File: src/rtl/run_monitor_pkg.sv
// Shared types and default parameter values for the CPU run monitor.
package run_monitor_pkg;

    typedef enum logic [1:0] {
        ST_IDLE,
        ST_RUN,
        ST_PASS,
        ST_TIMEOUT
    } state_t;

    localparam int unsigned DEF_CNT_W       = 32;
    localparam int unsigned DEF_TIMEOUT     = 1000;
    localparam logic [3:0]  DEF_FETCH_STAT  = 4'd0;
    localparam int unsigned DEF_HALT_REPEAT = 3;

    localparam int unsigned PC_W   = 32;
    localparam int unsigned STAT_W = 4;
    localparam int unsigned REP_W  = 4;

endpackage

File: src/rtl/run_monitor_sat_counter.sv
// Saturating up-counter with synchronous clear; holds at all-ones.
module sat_counter #(
    parameter int unsigned W = 32
) (
    input  logic         clk,
    input  logic         rst,
    input  logic         clr,
    input  logic         inc,
    output logic [W-1:0] q
);

    always_ff @(posedge clk or posedge rst) begin
        if (rst) begin
            q <= '0;
        end else if (clr) begin
            q <= '0;
        end else if (inc && (q != '1)) begin
            q <= q + W'(1);
        end
    end

endmodule

File: src/rtl/run_monitor.sv
// Watches a CPU's control state and PC, counts cycles/fetches/redirects and
// declares PASS on a repeated-PC halt or TIMEOUT when the cycle budget runs out.
module run_monitor
    import run_monitor_pkg::*;
#(
    parameter int unsigned CNT_W       = DEF_CNT_W,
    parameter int unsigned TIMEOUT     = DEF_TIMEOUT,
    parameter logic [3:0]  FETCH_STAT  = DEF_FETCH_STAT,
    parameter int unsigned HALT_REPEAT = DEF_HALT_REPEAT
) (
    input  logic              clk,
    input  logic              rst,
    input  logic              run,
    input  logic [STAT_W-1:0] watch_stat,
    input  logic [PC_W-1:0]   watch_pc,
    output logic              done,
    output logic              pass,
    output logic              timeout,
    output logic [CNT_W-1:0]  cycle_cnt,
    output logic [CNT_W-1:0]  inst_cnt,
    output logic [CNT_W-1:0]  redirect_cnt,
    output logic [PC_W-1:0]   last_pc
);

    state_t            state;
    logic [STAT_W-1:0] prev_stat;
    logic [REP_W-1:0]  rep_cnt;
    logic [REP_W-1:0]  rep_next;
    logic              in_run;
    logic              start;
    logic              fetch;
    logic              first;
    logic              repeat_pc;
    logic              redir;
    logic              halt;
    logic              budget_out;

    // A repeated PC is a halt/spin, not a redirect, so it is excluded from redir.
    always_comb begin
        in_run     = (state == ST_RUN);
        start      = (state == ST_IDLE) && run;
        fetch      = in_run && (watch_stat == FETCH_STAT) && (prev_stat != FETCH_STAT);
        first      = (inst_cnt == '0);
        repeat_pc  = !first && (watch_pc == last_pc);
        redir      = fetch && !first && !repeat_pc && (watch_pc != last_pc + PC_W'(4));
        rep_next   = repeat_pc ? rep_cnt + REP_W'(1) : REP_W'(1);
        halt       = fetch && (rep_next == REP_W'(HALT_REPEAT));
        budget_out = in_run && (cycle_cnt == CNT_W'(TIMEOUT - 1));
    end

    always_ff @(posedge clk or posedge rst) begin
        if (rst) begin
            state     <= ST_IDLE;
            prev_stat <= ~FETCH_STAT;
            rep_cnt   <= '0;
            last_pc   <= '0;
            done      <= 1'b0;
            pass      <= 1'b0;
            timeout   <= 1'b0;
        end else begin
            case (state)
                ST_IDLE: begin
                    if (run) begin
                        state     <= ST_RUN;
                        prev_stat <= ~FETCH_STAT;
                        rep_cnt   <= '0;
                    end
                end
                ST_RUN: begin
                    prev_stat <= watch_stat;
                    if (fetch) begin
                        last_pc <= watch_pc;
                        rep_cnt <= rep_next;
                    end
                    if (halt) begin
                        state <= ST_PASS;
                        done  <= 1'b1;
                        pass  <= 1'b1;
                    end else if (budget_out) begin
                        state   <= ST_TIMEOUT;
                        done    <= 1'b1;
                        timeout <= 1'b1;
                    end
                end
                default: begin
                    state <= state;
                end
            endcase
        end
    end

    sat_counter #(.W(CNT_W)) u_cycle_cnt (
        .clk (clk),
        .rst (rst),
        .clr (start),
        .inc (in_run),
        .q   (cycle_cnt)
    );

    sat_counter #(.W(CNT_W)) u_inst_cnt (
        .clk (clk),
        .rst (rst),
        .clr (start),
        .inc (fetch),
        .q   (inst_cnt)
    );

    sat_counter #(.W(CNT_W)) u_redirect_cnt (
        .clk (clk),
        .rst (rst),
        .clr (start),
        .inc (redir),
        .q   (redirect_cnt)
    );

endmodule
File: config.mk
export PLATFORM = sky130hd
export DESIGN_NAME = run_monitor
export DESIGN_NICKNAME = d
export VERILOG_FILES = /design/src/rtl/run_monitor_pkg.sv /design/src/rtl/run_monitor_sat_counter.sv /design/src/rtl/run_monitor.sv
export SDC_FILE = /design/constraint.sdc
export NUM_CORES = 1
export LEC_CHECK = 0
export ABC_AREA = 1
export CAP_MARGIN = 15
export CORE_MARGIN = 8
export CORE_UTILIZATION = 40
export DETAILED_ROUTE_END_ITERATION = 6
export PLACE_DENSITY = 0.62
export SYNTH_ARGS = -nofsm -noshare
export SYNTH_HDL_FRONTEND = slang
export SYNTH_SLANG_ARGS = --single-unit
File: constraint.sdc
create_clock -name clk -period 9 [get_ports clk]
set_clock_uncertainty 0.2 [all_clocks]
set_input_delay 1.35 -clock clk [delete_from_list [all_inputs] [get_ports clk]]
set_output_delay 1.35 -clock clk [all_outputs]
set_load 0.005 [all_outputs]
==> flow_summary.json <==
{
  "combPwrFrac": 0.070,
  "ys_types": 37,
  "power.density_mw_per_mm2": 120,
  "yosysWarnings": 0,
  "core_area_mm2": 0.0233,
  "static-leakage-power_nw": 5.53,
  "cts_tree": "done",
  "dp_hpwl_um": 21300,
  "path_clk_slew_ns": 0.06,
  "num-nets-final": 1620,
  "place.gp.congestion": 0.919,
  "clock_latency_ns": 0.43,
  "die_w_um": 170,
  "cp.arrival_ns": 4.43,
  "grt_use_total": 0.201,
  "htree_levels": 4,
  "whs_path_depth": 2,
  "drtIter0Drc": 825,
  "crit_path_start": "watch_pc[1]",
  "syn_area_per_cell_um2": 6.66,
  "rows": 56,
  "final_util": 0.513,
  "die_h_um": 170,
  "drive_above_1_share": 0.0403,
  "drv_slew": 0,
  "required_ns": 9.16,
  "synth_nets": 1462,
  "place_area_mm2": 0.0114,
  "post-route-cell-area_mm2": 0.0120,
  "path_class": "primary input to flop",
  "root_buffer": "clkbuf_16",
  "critPathBufInv": 2,
  "vdd_drop_max_mv": 0.0976,
  "hold_buffers": 0,
  "synth.area.top_cells": "dfrtp_1 (36%), nand2_1 (17%), inv_1 (7.3%)",
  "grt_max_degree": 102,
  "die_area_mm2": 0.0288,
  "grt-ovfl-total": 0,
  "switching_power_w": 0.000381,
  "hold_violations": 0,
  "antenna_left": 0,
  "synth_top_area_frac": 0.363,
  "synth_top_area_cell": "dfrtp_1",
  "insertedDiodeCount": 0,
  "synthFlopType": "dfrtp_1",
  "grt_pass1_wl_um": 47800,
  "timing.rr.start": "last_pc[3]",
  "initial_core_util": 0.404,
  "io_pins": 170,
  "antenna_found_initial": 0,
  "synthesis.area_mm2": 0.00943,
  "seq_power_share": 0.459,
  "post_cts_resized": 0,
  "grt_pass1_vias": 9393,
  "cp_max_fo": 33,
  "cts_buffer_depth": 2,
  "status": "finished clean",
  "rsz0062_at_grt": "no",
  "r2r_end": "u_redirect_cnt.q[30]",
  "fillers": 2340,
  "hold_path_end": "prev_stat[1]",
  "pwr-share-clk": 0.471,
  "tns_ns": 0,
  "worst_pin_slew_ns": 1.02,
  "async_reset_ff_frac": 1.00,
  "hp-class": "flop to flop",
  "rrSetupSlack_ns": 5.38,
  "multiInputGateArea_mm2": 0.00504,
  "clock.fmax_mhz": 234,
  "clock-sinks": 141,
  "firstDrtPassIters": 7,
  "period_minus_slack_ns": 4.27,
  "area_delta_synth_final_pct": 26.8,
  "finalSetupViolCount": 0,
  "p_sw_frac": 0.266,
  "end_kind": "flop",
  "cp_slowest_stage_delay_ns": 0.74,
  "max_slew_margin": 0.319,
  "portBuffers": 169,
  "routedWlPerCell_um": 15.0,
  "p_int_w": 0.00105,
  "via_per_inst": 5.07,
  "min_from": "prev_stat[1]",
  "slowest_stage": "nand2_2",
  "reg2reg_depth": 13,
  "drc": 0,
  "postCtsSetupRepairBufs": 0,
  "cts_buffers": 17,
  "path_common_cell": "nand2_1",
  "crit_path_cell_trace": "clkdlybuf4s50_1 -> inv_1 -> nand2_1 -> nand2_1 -> nor2_1 -> nand2_1 -> nor2_1 -> nand3_1 -> nor2_1 -> nand2_1 -> nor2_1 -> nand3_2 -> nand2_2 -> nand3_1 -> nand2_1",
  "seq_area_frac_synth": 0.375,
  "wl_um": 28600,
  "drv_cap": 0,
  "final-seq-area_mm2": 0.00353,
  "synthCells": 1417,
  "ys_ff_latch": 141,
  "worst_path_dominant_cell_family": "simple AND/OR/NAND/NOR gates",
  "routed-via-count": 9669,
  "start_kind": "primary input",
  "post-route-period-util": 0.475,
  "synth-edff-count": 0
}
## routing by layer
| layer | vias to the layer above | wire length (µm) | GRT usage |
|---|---|---|---|
| met4 | 0 | 323 | 0.0546 |
| met5 | - | 0 | 0 |
| li1 | 4883 | - | - |
| met3 | 30 | 1620 | 0.0398 |
| met1 | 4497 | 13600 | 0.271 |
| met2 | 259 | 13100 | 0.325 |
## power by group through the flow
stage | combinational (W) | clock, W | sequential (W)
finish | 0.000101 | 0.000674 | 0.000657
global route | 0.000114 | 0.000719 | 0.000658
CTS | 0.000103 | 0.000689 | 0.000656
detailed placement | 0.000102 | 0 | 0.000668
global placement | 0.000102 | 0 | 0.000668
floorplan | 0.0000484 | 0 | 0.000666
## cells by family (layout without fill, tap and decap cells)
logic type      Yosys count  in the layout  synth area share
simple gates            879            879             0.405
fa+ha+maj                 6              6           0.00796
buf+inv                 224            395            0.0923
xor+xnor                 70             70            0.0650
compound gates           97             97            0.0552
flops                   141            141             0.375
## flip-flops by register name (all words and copies together) (netlist names)
register          cells
last_pc              32
u_redirect_cnt.q     32
prev_stat             4
u_inst_cnt.q         32
timeout               1
pass                  1
u_cycle_cnt.q        32
rep_cnt               4
done                  1
state                 2
## worst reg2reg max path: stages, from the launching register on
cell,delay (ns)
dfrtp_1,0.45
ha_1,0.23
inv_1,0.09
nor2_1,0.23
nand3_2,0.21
o21bai_1,0.19
nand2_1,0.08
nor2_1,0.10
nand2_1,0.08
nor2_1,0.15
nand3_2,0.55
nand2_2,0.74
nand3_1,0.16
nand2_1,0.10
## cell type report
class                      instances  area share
tap                              319      0.0334
multi-input combinational       1052       0.421
sequential                       141       0.295
timing repair buffer             175       0.145
inverter                         188      0.0594
clock buffer                      17      0.0355
clock inverter                    15      0.0105
## placed cells by master (no fill, tap or decap), types with 3 or more instances in the layout
cell type,n
or2_2,4
nor2_1,177
nand3_1,107
dfstp_2,4
dfrtp_1,137
ha_1,6
nor3b_1,3
nand3b_1,5
o21ai_0,43
nand4_1,72
inv_6,8
o31ai_1,3
clkbuf_16,17
inv_1,182
nor3_1,49
nor4_1,16
nand2_1,430
inv_2,4
o21bai_1,5
clkdlybuf4s50_1,169
nor2_2,5
a21oi_1,39
clkinvlp_4,4
nand2_2,3
xnor2_1,35
buf_4,6
xor2_1,35
## how the worst max path moves through the flow
stage,end,slack [ns],depth (start not counted)
3_3_place_gp,u_redirect_cnt.q[9],4.38,15
4_1_cts,u_redirect_cnt.q[30],4.73,15
2_1_floorplan,done,3.68,1
5_1_grt,u_redirect_cnt.q[5],4.28,15
6_report,u_redirect_cnt.q[30],4.73,15
3_5_place_dp,u_redirect_cnt.q[30],4.30,15
## metrics by stage
step	total power, W	worst slack, ns	hold WS, ns	cells
floorplan	0.000714	3.68	0.251	1417
global placement	0.000770	4.38	0.270	1875
detailed placement	0.000770	4.30	0.268	1875
CTS	0.00145	4.73	0.278	1907
global route	0.00149	4.28	0.305	1907
finish	0.00143	4.73	0.275	1907
## cell usage after synthesis, types with 16 or more instances
cell type / instances
nand2_1: 430
inv_1: 184
nand4_1: 72
nor2_1: 177
nor3_1: 49
nor4_1: 16
o21ai_0: 43
a21oi_1: 39
xor2_1: 35
xnor2_1: 35
clkbuf_1: 23
nand3_1: 107
dfrtp_1: 137
Note: power is estimated with default switching activity, not from simulation.
